### src/rtl/pairing_host_ctrl.sv
// Host-side controller for the pairing core's external memory port: loads operands, pulses run, unloads results.
// Optional watchdog on the core wait states is enabled by defining PAIRING_HOST_WDOG_EN.
module pairing_host_ctrl #(
  parameter int DATA_W = 304,
  parameter int ADDR_W = 10,
  parameter int RD_LAT = 2,
  parameter int FIFO_D = 4
`ifdef PAIRING_HOST_WDOG_EN
  ,
  parameter logic [23:0] WDOG_CYC = 24'hFFFFFF
`endif
) (
  input  logic              clk,
  input  logic              rstn,
  input  logic              start,
  input  logic [3:0]        n_func,
  input  logic [ADDR_W-1:0] ld_base,
  input  logic [ADDR_W-1:0] ld_len,
  input  logic [ADDR_W-1:0] rd_base,
  input  logic [ADDR_W-1:0] rd_len,
  input  logic              s_valid,
  output logic              s_ready,
  input  logic [DATA_W-1:0] s_data,
  output logic              m_valid,
  input  logic              m_ready,
  output logic [DATA_W-1:0] m_data,
  output logic              m_last,
  output logic              core_extin_en,
  output logic [ADDR_W-1:0] core_extin_addr,
  output logic [DATA_W-1:0] core_extin_data,
  output logic              core_run,
  output logic [3:0]        core_n_func,
  input  logic              core_busy,
  output logic [ADDR_W-1:0] core_extout_addr,
  input  logic [DATA_W-1:0] core_extout_data,
  output logic              done,
  output logic              err,
  output logic              idle
);

  localparam logic [2:0] S_IDLE    = 3'd0;
  localparam logic [2:0] S_LOAD    = 3'd1;
  localparam logic [2:0] S_RUN     = 3'd2;
  localparam logic [2:0] S_WAIT_HI = 3'd3;
  localparam logic [2:0] S_WAIT_LO = 3'd4;
  localparam logic [2:0] S_UNLOAD  = 3'd5;
  localparam logic [2:0] S_DONE    = 3'd6;

  localparam int PTR_W = (FIFO_D > 1) ? $clog2(FIFO_D) : 1;
  localparam int CNT_W = $clog2(FIFO_D + 1);
  localparam int IF_W  = $clog2(RD_LAT + 1);

  logic [2:0]        state_reg, state_next;
  logic [3:0]        func_reg;
  logic [ADDR_W-1:0] ld_base_reg, ld_len_reg, rd_base_reg, rd_len_reg;
  logic [ADDR_W-1:0] ld_cnt_reg, iss_cnt_reg, out_cnt_reg;
  logic [ADDR_W-1:0] addr_hold_reg;
  logic              err_reg;
  logic [RD_LAT-1:0] issue_sr_reg, issue_sr_next;
  logic [DATA_W-1:0] fifo_mem [FIFO_D];
  logic [PTR_W-1:0]  wr_ptr_reg, rd_ptr_reg;
  logic [CNT_W-1:0]  fifo_cnt_reg;
  logic [IF_W-1:0]   in_flight;
  logic              load_fire, issue, push, pop, wdog_hit;

  // Gating with rstn stops any write or run pulse in the very cycle reset is asserted.
  assign s_ready         = rstn && (state_reg == S_LOAD) && !core_busy;
  assign load_fire       = s_ready && s_valid;
  assign core_extin_en   = load_fire;
  assign core_extin_addr = ld_base_reg + ld_cnt_reg;
  assign core_extin_data = load_fire ? s_data : '0;
  assign core_run        = rstn && (state_reg == S_RUN);
  assign core_n_func     = func_reg;
  assign done            = (state_reg == S_DONE);
  assign idle            = (state_reg == S_IDLE);
  assign err             = err_reg;

  always_comb begin
    in_flight = '0;
    for (int i = 0; i < RD_LAT; i++) in_flight = in_flight + IF_W'(issue_sr_reg[i]);
  end

  // Credit check counts words still in the core pipeline so the FIFO can never overflow.
  assign issue = (state_reg == S_UNLOAD) && (iss_cnt_reg != rd_len_reg) &&
                 ((int'(in_flight) + int'(fifo_cnt_reg)) < FIFO_D);
  assign core_extout_addr = issue ? (rd_base_reg + iss_cnt_reg) : addr_hold_reg;

  assign issue_sr_next[0] = issue;
  generate
    for (genvar gi = 1; gi < RD_LAT; gi++) begin : g_issue_sr
      assign issue_sr_next[gi] = issue_sr_reg[gi-1];
    end
  endgenerate

  assign push    = issue_sr_reg[RD_LAT-1];
  assign m_valid = (fifo_cnt_reg != '0);
  assign m_data  = m_valid ? fifo_mem[rd_ptr_reg] : '0;
  assign m_last  = m_valid && (out_cnt_reg == rd_len_reg - ADDR_W'(1));
  assign pop     = m_valid && m_ready;

`ifdef PAIRING_HOST_WDOG_EN
  logic [23:0] wdog_reg;
  logic        in_wait;
  assign in_wait  = (state_reg == S_WAIT_HI) || (state_reg == S_WAIT_LO);
  assign wdog_hit = in_wait && (wdog_reg >= WDOG_CYC - 24'd1);
  always_ff @(posedge clk) begin
    if (!rstn)        wdog_reg <= '0;
    else if (in_wait) wdog_reg <= wdog_reg + 24'd1;
    else              wdog_reg <= '0;
  end
`else
  assign wdog_hit = 1'b0;
`endif

  always_comb begin
    state_next = state_reg;
    case (state_reg)
      S_IDLE:    if (start) state_next = (ld_len != '0) ? S_LOAD : S_RUN;
      S_LOAD:    if (load_fire && (ld_cnt_reg == ld_len_reg - ADDR_W'(1))) state_next = S_RUN;
      S_RUN:     state_next = S_WAIT_HI;
      S_WAIT_HI: begin
        if (wdog_hit)       state_next = S_DONE;
        else if (core_busy) state_next = S_WAIT_LO;
      end
      S_WAIT_LO: begin
        if (wdog_hit)        state_next = S_DONE;
        else if (!core_busy) state_next = (rd_len_reg != '0) ? S_UNLOAD : S_DONE;
      end
      S_UNLOAD:  if (pop && m_last) state_next = S_DONE;
      S_DONE:    state_next = S_IDLE;
      default:   state_next = S_IDLE;
    endcase
  end

  always_ff @(posedge clk) begin
    if (!rstn) begin
      state_reg     <= S_IDLE;
      func_reg      <= '0;
      ld_base_reg   <= '0;
      ld_len_reg    <= '0;
      rd_base_reg   <= '0;
      rd_len_reg    <= '0;
      ld_cnt_reg    <= '0;
      iss_cnt_reg   <= '0;
      out_cnt_reg   <= '0;
      addr_hold_reg <= '0;
      err_reg       <= 1'b0;
      issue_sr_reg  <= '0;
      wr_ptr_reg    <= '0;
      rd_ptr_reg    <= '0;
      fifo_cnt_reg  <= '0;
    end else begin
      state_reg     <= state_next;
      issue_sr_reg  <= issue_sr_next;
      addr_hold_reg <= core_extout_addr;
      if ((state_reg == S_IDLE) && start) begin
        func_reg    <= n_func;
        ld_base_reg <= ld_base;
        ld_len_reg  <= ld_len;
        rd_base_reg <= rd_base;
        rd_len_reg  <= rd_len;
        ld_cnt_reg  <= '0;
        iss_cnt_reg <= '0;
        out_cnt_reg <= '0;
        err_reg     <= 1'b0;
      end
      if (load_fire) ld_cnt_reg <= ld_cnt_reg + ADDR_W'(1);
      if ((state_reg == S_LOAD) && core_busy) err_reg <= 1'b1;
      if (wdog_hit) err_reg <= 1'b1;
      if (issue) iss_cnt_reg <= iss_cnt_reg + ADDR_W'(1);
      if (push) wr_ptr_reg <= wr_ptr_reg + PTR_W'(1);
      if (pop) begin
        rd_ptr_reg  <= rd_ptr_reg + PTR_W'(1);
        out_cnt_reg <= out_cnt_reg + ADDR_W'(1);
      end
      case ({push, pop})
        2'b10:   fifo_cnt_reg <= fifo_cnt_reg + CNT_W'(1);
        2'b01:   fifo_cnt_reg <= fifo_cnt_reg - CNT_W'(1);
        default: fifo_cnt_reg <= fifo_cnt_reg;
      endcase
    end
  end

  always_ff @(posedge clk) begin
    if (push) fifo_mem[wr_ptr_reg] <= core_extout_data;
  end

endmodule

### config.mk
export PLATFORM = sky130hd
export DESIGN_NAME = pairing_host_ctrl
export DESIGN_NICKNAME = d
export VERILOG_FILES = /design/src/rtl/pairing_host_ctrl.sv
export SDC_FILE = /design/constraint.sdc
export NUM_CORES = 1
export LEC_CHECK = 0
export CORE_AREA = 3 3 511 513
export DETAILED_ROUTE_END_ITERATION = 8
export DIE_AREA = 0 0 514 516
export GPL_ROUTABILITY_DRIVEN = 0
export SETUP_SLACK_MARGIN = 0.3
export SYNTH_ARGS = -nofsm -noshare
export SYNTH_HDL_FRONTEND = slang
export SYNTH_SLANG_ARGS = --single-unit
### constraint.sdc
create_clock -name clk -period 23.8 [get_ports clk]
set_input_delay 7.14 -clock clk [delete_from_list [all_inputs] [get_ports clk]]
set_output_delay 7.14 -clock clk [all_outputs]
set_load 0.005 [all_outputs]
==> summary.txt <==
outcome = complete, no violations
Slew Limit Fails = 0
crit-path cells = clkdlybuf4s50_1 > nor3b_1 > nand3_1 > inv_8 > buf_4 > and2_1 > clkdlybuf4s50_1
Final ANT Viol Nets = 0
vias post-DR = 33460
critical path type = in2out
Max Clk Rate = 0.05354 GHz
distinct cell type count after synthesis = 71
drt pass-1 iters = 5
port bufs = 1297
DRC = 0
Final Hold Vio Count = 0
full die area = 265200 um2
Lkg Pwr = 23.77 nW
number of synthesized flops with an enable pin = 1216
nets@finish = 4986
share of cells above drive strength 1 = 13.13%
I/O pins = 1298
GRT Total Usage = 17.65%
Crit path top cell by count = clkdlybuf4s50_1
syn avg cell area = 17.90 um2
minimum clock period = 18.68 ns
pwr dens = 67.52 nW/um2
row count = 186
Synth Warn # = 0
Worst-Margin Slew = 1.204 ns
ranking of synthesized cells by area = edfxtp_1 68%, mux4_2 13%, and2_1 7.3%, dfxtp_1 3.7%, clkbuf_1 0.84%
Max H-tree Level = 4
critical path capture point type = primary output
Syn Nets = 3681
total gr overflow = 0
ys flop type = edfxtp_1
Clk Latency, worst-skew pair = 0.79 ns
Syn Inst Count = 2990
postcts setup bufs = 0
Final setup viols = 0
drt total wl = 241.9 mm
Slew HR = 19.49%
CP max-delay cell = clkdlybuf4s50_1
post-synthesis sequential area ratio = 71.94%
Worst setup SP type = input port
CP arrival = 11.54 ns
vias in the first global route = 33590
initial core utilization = 20.85%
maximum vdd drop = 64.09 uV
Clock Skews = 0.05650 ns
FF+latch count, synth = 1315
CTS Hold Bufs = 0
wire per inst = 29.97 um
drt initial violations = 2381
fraction of registers with async set/reset = 0%
chip width = 514 um
Final period util = 78.48%
CP required = 16.66 ns
initial antenna violation count = 196
largest reg by FF count = fifo_mem
total CTS buffers = 148
Total Power = 0.005127 W
Hold Path Class = reg2reg
first-pass GRT wire length = 313.6 mm
Post-Syn Area = 53510 um2
via/cell ratio = 4.146
Max Cap Viol = 0
Syn-to-layout area delta = 41.90%
DPL Wire Length = 183.0 mm
RSZ-0062 raised after global routing = no
Die Y = 516 um
Core Area = 256700 um2
Synth area leader = edfxtp_1
worst-path maximum fanout = 167
PostCTS Resize Cnt = 0
Largest register FFs = 1216
Synth top area share = 68.23%
pin count of the biggest net entering global routing = 168
clock-pin transition on the worst setup and hold timing paths = 0.05 ns
clk buf depth = 3
clock tree sinks = 1315
clock root buffer = clkbuf_16
FILL cells = 25580
setup tns final = 0 ns
crit-path max cell delay = 1.13 ns
CTS tree = built
-- cell type report --
| class | count | area [um2] | share of cell area, % |
|---|---|---|---|
| Multi-Input combinational cell | 1466 | 14160 | 18.65 |
| Tap cell | 3384 | 4234 | 5.576 |
| Clock inverter | 77 | 932.1 | 1.228 |
| Antenna cell | 276 | 690.7 | 0.9095 |
| Clock buffer | 189 | 3930 | 5.175 |
| Timing Repair Buffer | 1331 | 13350 | 17.58 |
| Sequential cell | 1315 | 38500 | 50.71 |
| Inverter | 33 | 131.4 | 0.1730 |
-- metal layers --
metal | part of all wire (%) | track usage, % | vias up
met4 | 8.5 | 13.74 | 42
li1 | - | - | 14370
met3 | 6.5 | 4.797 | 532
met2 | 54 | 32.65 | 1494
met5 | 0.12 | 0 | -
met1 | 31 | 16.34 | 17020
-- stage by stage --
stage,worst slack [ns],hold WS [ns],util (%),instances,instance area [um2]
detailed placement,5.201,0.4547,27.42,7529,70390
global route,4.848,0.4864,29.55,8042,75870
finish,5.123,0.4635,29.58,8071,75940
floorplan,8.384,0.4406,-,2990,53510
global placement,5.499,0.4472,27.42,7529,70390
CTS,5.204,0.4631,29.31,7795,75250
-- report_power, final --
group / switching (W) / internal, W
logic: 0.000151 / 0.000151
registers: 0.0000124 / 0.00253
clock network: 0.000943 / 0.00134
-- synthesized netlist by cell type, drive strengths merged (7+ instances only) --
cell    count
nor2       51
and2      627
o21ai      17
edfxtp   1216
clkbuf    120
dfxtp      99
inv        33
nand2     121
o21a        9
xnor2      32
a21oi      84
nand4       7
and3        7
mux2        9
nor4        8
buf        56
mux4      304
ha         30
xor2       32
or3         7
nor3b       7
nor3       14
nand3      21
-- cells in the final DEF, fill, tap and decap left out, types with 9 or more instances in the layout --
| master | n |
|---|---|
| a21oi_1 | 83 |
| o21ai_0 | 17 |
| o21a_1 | 9 |
| nor3_1 | 13 |
| nand3_1 | 21 |
| nor2_1 | 50 |
| buf_12 | 9 |
| nand2_1 | 119 |
| bufinv_16 | 15 |
| clkbuf_16 | 150 |
| mux2_2 | 9 |
| xor2_1 | 31 |
| buf_4 | 25 |
| ha_1 | 30 |
| clkinv_2 | 9 |
| inv_1 | 31 |
| diode_2 | 276 |
| mux4_2 | 304 |
| clkdlybuf4s50_1 | 1297 |
| clkbuf_1 | 36 |
| xnor2_1 | 32 |
| clkinv_1 | 27 |
| dfxtp_1 | 97 |
| and2_1 | 622 |
| edfxtp_1 | 1216 |
-- worst max-delay path: cells and delay by family --
family / cells / cell delay (ns)
buffers and inverters: 4 / 3.13
and+or+nand+nor: 3 / 0.97
-- kinds of logic (layout without fill, tap and decap cells) --
kind of cell               count (synthesis)  after routing  synth area share, %
buffers and inverters                    209           1630                1.627
and+or+nand+nor                          895            895                9.701
adders and majority gates                 33             33               0.8137
xor gates and xnor gates                  64             64                1.062
other                                      0            276                    0
muxes                                    317            317                13.06
DFF                                     1315           1315                71.94
AOI/OAI and AO/OA                        157            157                1.800
-- worst paths after layout --
path                            slack [ns]  cells after the start                    to            start
worst max-delay path                  5.12                      7  core_extin_data[147]             rstn
worst min-delay path                  0.46                      2        core_n_func[0]   core_n_func[0]
worst max register to register       18.96                      5      fifo_mem[2][221]  issue_sr_reg[1]
worst min register to register        0.46                      2        core_n_func[0]   core_n_func[0]
No activity file was read; power rests on OpenSTA's default activity.
